--- src/rtl/skin_binary_pipe_if.sv ---
// Video-in / binarised-video-out bundle for skin_binary_pipe.
// The master drives pixels and controls; the slave (the pipe) returns delayed video and frame counts.
interface skin_binary_pipe_if #(
  parameter int CB_W  = 8,
  parameter int CNT_W = 22
);
  logic                in_de;
  logic                in_hsync;
  logic                in_vsync;
  logic [2*CB_W-1:0]   in_cbcr;
  logic [7:0]          threshold;
  logic [1:0]          mode;
  logic                out_de;
  logic                out_hsync;
  logic                out_vsync;
  logic [7:0]          out_data;
  logic [CNT_W-1:0]    fg_count;
  logic                fg_count_valid;

  modport master (
    output in_de, in_hsync, in_vsync, in_cbcr, threshold, mode,
    input  out_de, out_hsync, out_vsync, out_data, fg_count, fg_count_valid
  );

  modport slave (
    input  in_de, in_hsync, in_vsync, in_cbcr, threshold, mode,
    output out_de, out_hsync, out_vsync, out_data, fg_count, fg_count_valid
  );
endinterface

--- src/rtl/skin_binary_pipe.sv ---
// Skin-colour detector: CbCr ellipse distance -> gray likelihood -> per-frame thresholded mask,
// eight-stage pipeline with a per-frame foreground pixel counter.
module skin_binary_pipe #(
  parameter int         CB_W    = 8,
  parameter int         X_MAX   = 320,
  parameter int         CNT_W   = 22,
  parameter logic [7:0] THR_RST = 8'd128
) (
  input logic            clk,
  input logic            rst,
  skin_binary_pipe_if.slave bus
);

  // Sideband shift registers cover stages 1..7; stage 8 is the output register.
  localparam int STAGES = 7;
  localparam logic signed [19:0] XMAX_S = 20'(X_MAX);
  localparam logic [8:0]         XMAX_9 = 9'(X_MAX);

  logic [7:0] cb_in, cr_in;
  logic       unused_bits;
  assign cb_in       = bus.in_cbcr[2*CB_W-1 -: 8];
  assign cr_in       = bus.in_cbcr[CB_W-1 -: 8];
  assign unused_bits = ^bus.in_cbcr;

  logic [7:0]        thr_sh;
  logic [1:0]        mode_sh;
  logic [STAGES-1:0] de_sr, hs_sr, vs_sr;
  logic [7:0]        thr_p  [STAGES];
  logic [1:0]        mode_p [STAGES];

  logic [7:0]  c1, r1, c2, r2;
  logic [15:0] cb2_2, cr2_2, cbcr_2;
  logic [14:0] t_cb2_3, t_cb_3;
  logic [13:0] t_cr2_3, t_cr_3;
  logic [12:0] t_x_3;
  logic [8:0]  x4, x5, p2_5, x6, p3_6, x7;
  logic [11:0] g86_6;
  logic [10:0] g175_6;
  logic [7:0]  gray7;

  logic             out_de_q, out_hs_q, out_vs_q, fg_valid_q;
  logic [7:0]       out_data_q;
  logic [CNT_W-1:0] acc, fg_count_q;

  logic signed [19:0] x_sum;
  logic [8:0]         x_clamp;
  logic [11:0]        t_p3;
  logic signed [15:0] g_sum;
  logic [7:0]         g_clamp;
  logic               in_rise, out_rise, fg7, acc_inc;
  logic [7:0]         data_next;
  logic [CNT_W-1:0]   acc_next;

  always_comb begin
    x_sum = 20'sd7880 + signed'(20'(t_cb2_3)) + signed'(20'(t_cr2_3))
          - signed'(20'(t_x_3)) - signed'(20'(t_cb_3)) - signed'(20'(t_cr_3));
    if (x_sum < 20'sd0)
      x_clamp = '0;
    else if (x_sum > XMAX_S)
      x_clamp = XMAX_9;
    else
      x_clamp = x_sum[8:0];

    t_p3  = 12'((12'(p3_6) * 12'd7) >> 1);
    g_sum = 16'sd238 - signed'(16'(t_p3)) + signed'(16'(g86_6)) - signed'(16'(g175_6));
    if (g_sum < 16'sd0)
      g_clamp = '0;
    else if (g_sum > 16'sd255)
      g_clamp = 8'hFF;
    else
      g_clamp = g_sum[7:0];
  end

  // Output select and frame bookkeeping act on stage-7 values as they enter the output register.
  always_comb begin
    in_rise  = bus.in_vsync & ~vs_sr[0];
    out_rise = vs_sr[STAGES-1] & ~out_vs_q;
    fg7      = (gray7 <= thr_p[STAGES-1]);
    case (mode_p[STAGES-1])
      2'd0:    data_next = fg7 ? 8'hFF : 8'h00;
      2'd1:    data_next = gray7;
      2'd2:    data_next = x7[8:1];
      default: data_next = fg7 ? gray7 : 8'h00;
    endcase
    if (!de_sr[STAGES-1])
      data_next = 8'h00;
    acc_inc  = de_sr[STAGES-1] & fg7;
    acc_next = (acc_inc && (acc != '1)) ? acc + CNT_W'(1) : acc;
  end

  always_ff @(posedge clk) begin
    if (rst) begin
      thr_sh     <= THR_RST;
      mode_sh    <= 2'd0;
      de_sr      <= '0;
      hs_sr      <= '0;
      vs_sr      <= '0;
      for (int i = 0; i < STAGES; i++) begin
        thr_p[i]  <= '0;
        mode_p[i] <= '0;
      end
      c1         <= '0;
      r1         <= '0;
      c2         <= '0;
      r2         <= '0;
      cb2_2      <= '0;
      cr2_2      <= '0;
      cbcr_2     <= '0;
      t_cb2_3    <= '0;
      t_cr2_3    <= '0;
      t_x_3      <= '0;
      t_cb_3     <= '0;
      t_cr_3     <= '0;
      x4         <= '0;
      x5         <= '0;
      p2_5       <= '0;
      x6         <= '0;
      p3_6       <= '0;
      g86_6      <= '0;
      g175_6     <= '0;
      x7         <= '0;
      gray7      <= '0;
      out_de_q   <= 1'b0;
      out_hs_q   <= 1'b0;
      out_vs_q   <= 1'b0;
      out_data_q <= '0;
      acc        <= '0;
      fg_count_q <= '0;
      fg_valid_q <= 1'b0;
    end else begin
      if (in_rise) begin
        thr_sh  <= bus.threshold;
        mode_sh <= bus.mode;
      end
      de_sr     <= {de_sr[STAGES-2:0], bus.in_de};
      hs_sr     <= {hs_sr[STAGES-2:0], bus.in_hsync};
      vs_sr     <= {vs_sr[STAGES-2:0], bus.in_vsync};
      thr_p[0]  <= thr_sh;
      mode_p[0] <= mode_sh;
      for (int i = 1; i < STAGES; i++) begin
        thr_p[i]  <= thr_p[i-1];
        mode_p[i] <= mode_p[i-1];
      end

      c1      <= cb_in;
      r1      <= cr_in;
      cb2_2   <= 16'(c1) * 16'(c1);
      cr2_2   <= 16'(r1) * 16'(r1);
      cbcr_2  <= 16'(c1) * 16'(r1);
      c2      <= c1;
      r2      <= r1;
      t_cb2_3 <= 15'((21'(cb2_2) * 21'd22) >> 6);
      t_cr2_3 <= 14'((20'(cr2_2) * 20'd15) >> 6);
      t_x_3   <= 13'(cbcr_2 >> 3);
      t_cb_3  <= 15'(c2) * 15'd68;
      t_cr_3  <= 14'(r2) * 14'd51;
      x4      <= x_clamp;
      p2_5    <= 9'((18'(x4) * 18'(x4)) >> 9);
      x5      <= x4;
      p3_6    <= 9'((18'(x5) * 18'(p2_5)) >> 9);
      g86_6   <= 12'((16'(p2_5) * 16'd86) >> 4);
      g175_6  <= 11'((17'(x5) * 17'd175) >> 6);
      x6      <= x5;
      gray7   <= g_clamp;
      x7      <= x6;

      out_de_q   <= de_sr[STAGES-1];
      out_hs_q   <= hs_sr[STAGES-1];
      out_vs_q   <= vs_sr[STAGES-1];
      out_data_q <= data_next;
      fg_valid_q <= out_rise;
      if (out_rise) begin
        fg_count_q <= acc_next;
        acc        <= '0;
      end else begin
        acc <= acc_next;
      end
    end
  end

  assign bus.out_de         = out_de_q;
  assign bus.out_hsync      = out_hs_q;
  assign bus.out_vsync      = out_vs_q;
  assign bus.out_data       = out_data_q;
  assign bus.fg_count       = fg_count_q;
  assign bus.fg_count_valid = fg_valid_q;

endmodule

--- src/flat_wrapper.sv ---
// flat-port wrapper written by rule: the top's interface ports become plain ports
module skin_binary_pipe_flat 
#(
  parameter int         CB_W    = 8,
  parameter int         X_MAX   = 320,
  parameter int         CNT_W   = 22,
  parameter logic [7:0] THR_RST = 8'd128
)
  (clk, rst, bus_in_de, bus_in_hsync, bus_in_vsync, bus_in_cbcr, bus_threshold, bus_mode, bus_out_de, bus_out_hsync, bus_out_vsync, bus_out_data, bus_fg_count, bus_fg_count_valid);
  skin_binary_pipe_if #(.CB_W(CB_W), .CNT_W(CNT_W)) bus_i ();
  input logic clk;
  input logic rst;
  input wire logic [$bits(bus_i.in_de)-1:0] bus_in_de;
  input wire logic [$bits(bus_i.in_hsync)-1:0] bus_in_hsync;
  input wire logic [$bits(bus_i.in_vsync)-1:0] bus_in_vsync;
  input wire logic [$bits(bus_i.in_cbcr)-1:0] bus_in_cbcr;
  input wire logic [$bits(bus_i.threshold)-1:0] bus_threshold;
  input wire logic [$bits(bus_i.mode)-1:0] bus_mode;
  output wire logic [$bits(bus_i.out_de)-1:0] bus_out_de;
  output wire logic [$bits(bus_i.out_hsync)-1:0] bus_out_hsync;
  output wire logic [$bits(bus_i.out_vsync)-1:0] bus_out_vsync;
  output wire logic [$bits(bus_i.out_data)-1:0] bus_out_data;
  output wire logic [$bits(bus_i.fg_count)-1:0] bus_fg_count;
  output wire logic [$bits(bus_i.fg_count_valid)-1:0] bus_fg_count_valid;
  assign bus_i.in_de = bus_in_de;
  assign bus_i.in_hsync = bus_in_hsync;
  assign bus_i.in_vsync = bus_in_vsync;
  assign bus_i.in_cbcr = bus_in_cbcr;
  assign bus_i.threshold = bus_threshold;
  assign bus_i.mode = bus_mode;
  assign bus_out_de = bus_i.out_de;
  assign bus_out_hsync = bus_i.out_hsync;
  assign bus_out_vsync = bus_i.out_vsync;
  assign bus_out_data = bus_i.out_data;
  assign bus_fg_count = bus_i.fg_count;
  assign bus_fg_count_valid = bus_i.fg_count_valid;
  skin_binary_pipe #(.CB_W(CB_W), .X_MAX(X_MAX), .CNT_W(CNT_W), .THR_RST(THR_RST)) u_core (.clk(clk), .rst(rst), .bus(bus_i));
endmodule
--- config.mk ---
export PLATFORM = sky130hd
export DESIGN_NAME = skin_binary_pipe_flat
export DESIGN_NICKNAME = d
export VERILOG_FILES = /design/src/rtl/skin_binary_pipe_if.sv /design/src/rtl/skin_binary_pipe.sv /design/src/flat_wrapper.sv
export SDC_FILE = /design/constraint.sdc
export NUM_CORES = 2
export LEC_CHECK = 0
export BUFFER_PORTS_ARGS = -buffer_cell sky130_fd_sc_hd__buf_2
export CORE_AREA = 2 2 225 227
export CTS_BUF_LIST = sky130_fd_sc_hd__clkbuf_2
export DETAILED_ROUTE_END_ITERATION = 8
export DIE_AREA = 0 0 227 229
export PLACE_DENSITY = 0.88
export SLEW_MARGIN = 20
export SYNTH_ARGS = -nofsm -noshare
export SYNTH_HDL_FRONTEND = slang
export SYNTH_SLANG_ARGS = --single-unit
--- constraint.sdc ---
create_clock -name clk -period 8.9 [get_ports clk]
set_input_delay 1.78 -clock clk [delete_from_list [all_inputs] [get_ports clk]]
set_output_delay 1.78 -clock clk [all_outputs]
set_load 0.01 [all_outputs]
==> run metrics <==
outcome finished clean; gr usage total 0.2269; final WL 56250 um; post-synthesis sequential area ratio 0.2587; Mapped Nets 3888; Most used DFF post-synth dfxtp_1; Initial Util 0.5954; synthesized flop and latch total 382; Setup CP Type reg2reg; Worst EP required 9.81 ns; Cell Area, Placed 0.03043 mm^2; Post-CTS Setup Bufs 0; Slew HR 0.3026; Worst-Margin Slew 1.046 ns; Leak Pwr 15.97 nW; Final setup viols 0; Post-CTS Resized 0; skew final 0.09291 ns; worst-skew pair later-pin latency 1.08 ns; Rows 82; Max VDD drop 0.1860 mV; Die X 227 um; share of async-settable or async-resettable flops after synthesis 0; initial antenna violation count 2; Mapped Area 0.02957 mm^2; Crit path arrival time 6.72 ns; largest net degree at the start of global routing 111; port bufs 64; core area 0.04966 mm^2; Final #Nets 3962; Max Slew Vio Count 0; first-pass GRT wire length 97630 um; Vias per Instance 5.200; syn_area_per_cell 9.368 um^2; Fmax 172.3 MHz; Post-synth EDFFs 0; Hold WC Path Type reg2reg; H-Tree Depth 3; CTS tree done; TritonCTS buffer count 93; layout cells sized above 1 0.07667; final hold viol count 0; Yosys warnings 0; most common cell after layout, fill and taps aside inv_1; cts-stage hold buffer count 0; Remaining Overflow, GRT 0; Mapped Cells 3156; post-route ant nets 0; RSZ-0062 raised after global routing false; # DRC 0; clock root buffer clkbuf_2; most frequent cells in the layout 515 x inv_1, 392 x ha_1, 382 x dfxtp_1, 309 x fa_1, 223 x nand2_1; area delta synth->final 6.132%; Die Footprint 0.05198 mm^2; io pins 65; design area 0.03138 mm^2; Tcrit/Tclk final 0.6523; vias in the first global route 21850; fillers 3796; Crit. End Element register; nature of the critical path startpoint register; Clk pin slew, worst setup/hold paths 0.14 ns; CP max FO 8; clk buf depth 3; final core occ 0.6319; Clock Sinks 382; MaxCap Viol Count 0; GP Congestion 0.8615; Pwr Density 180.5 mW/mm^2; total iterations of the first detailed-routing run 5; vias 20660; Initial DRC Count 1019; Die Y 229 um; Tmin final 5.806 ns; Sum Neg Setup Slack 0 ns; DP Wirelength 43880 um; Yosys cell types 75; routed len/inst 14.15 um
## critical path: stages, from the launching register on
cell	delay (ns)
dfxtp_1	0.45
inv_1	0.09
fa_1	0.59
inv_1	0.06
ha_1	0.29
a21o_1	0.17
a21oi_1	0.21
o21ai_0	0.16
nor4_1	0.20
nor3_1	0.13
xor2_1	0.19
or3_1	0.43
and2_1	0.17
fa_1	0.44
ha_1	0.39
a21oi_1	0.33
o22ai_1	0.14
a211oi_1	0.27
mux2i_1	0.20
o21ai_0	0.11
or3_1	0.45
o21a_1	0.23
## final timing paths
path / slack, ns / cells past startpoint / startpoint / endpoint
worst max-delay path: 3.09 / 21 / u_core.p3_6[2] / u_core.gray7[3]
worst min-delay path: 0.38 / 1 / u_core.cbcr_2[7] / u_core.t_x_3[4]
worst max register to register: 3.09 / 21 / u_core.p3_6[2] / u_core.gray7[3]
worst min register to register: 0.38 / 1 / u_core.cbcr_2[7] / u_core.t_x_3[4]
## flip-flops by register name, indices dropped and copies added (netlist names), 9 cells and up
name / flops
u_core.g175_6: 11
u_core.t_cb2_3: 15
u_core.p2_5: 9
u_core.thr_p: 56
u_core.acc: 22
u_core.g86_6: 12
u_core.t_cr2_3: 14
u_core.t_cb_3: 13
u_core.t_cr_3: 14
u_core.p3_6: 9
u_core.x4: 9
u_core.bus.fg_count: 22
u_core.cbcr_2: 13
u_core.cb2_2: 15
u_core.mode_p: 14
u_core.x5: 9
u_core.t_x_3: 13
u_core.cr2_2: 15
## power by group
group / switching [mW] / leakage [nW] / internal (mW)
logic: 1.36 / 12.2 / 1.07
clock network: 0.725 / 0.688 / 0.547
registers: 0.138 / 3.11 / 1.83
total: 2.22 / 16.0 / 3.44
## cell families (layout without fill, tap and decap cells)
group,Yosys count,after routing,share of synthesized area
simple gates,944,944,0.1620
fa+ha+maj,701,701,0.3751
buf+inv,604,748,0.07677
flops,382,382,0.2587
compound gates,346,346,0.07376
xor+xnor,168,168,0.04977
mux,11,11,0.003936
other cells,0,2,0
## cell usage after synthesis, types with 77 or more instances
cell type	n	area share
nand2_1	223	0.028
inv_1	515	0.065
clkbuf_1	77	0.0098
nor2b_1	196	0.041
nor2_1	205	0.026
o21ai_0	78	0.013
xnor2_1	99	0.029
a21oi_1	111	0.019
fa_1	309	0.21
and2_1	121	0.026
ha_1	392	0.17
dfxtp_1	382	0.26
## layer usage
layer | track usage | part of all wire
met4 | 0.07782 | 0.027
met2 | 0.4034 | 0.50
met5 | 0 | 0
met3 | 0.04003 | 0.044
met1 | 0.2755 | 0.43
## final cells by class
cell class,instances,area [um^2],share of cell area
Timing Repair Buffer,68,360.3,0.01148
Sequential cell,382,7647,0.2437
Multi-Input combinational cell,2170,19650,0.6262
Antenna cell,2,5.005,0.0001595
Clock buffer,129,645.6,0.02058
Clock inverter,36,297.8,0.009490
Tap cell,672,840.8,0.02680
Inverter,515,1933,0.06161
## stage by stage
step	power, mW	hold slack, ns	setup WS [ns]	instances
2_1_floorplan	3.912	0.4138	3.611	3156
3_3_place_gp	4.321	0.4161	3.305	3807
3_5_place_dp	4.408	0.4212	3.162	3807
4_1_cts	5.699	0.4022	3.138	3972
5_1_grt	6.139	0.4172	2.756	3974
6_report	5.663	0.3835	3.095	3974
No activity file was read; power rests on OpenSTA's default activity.
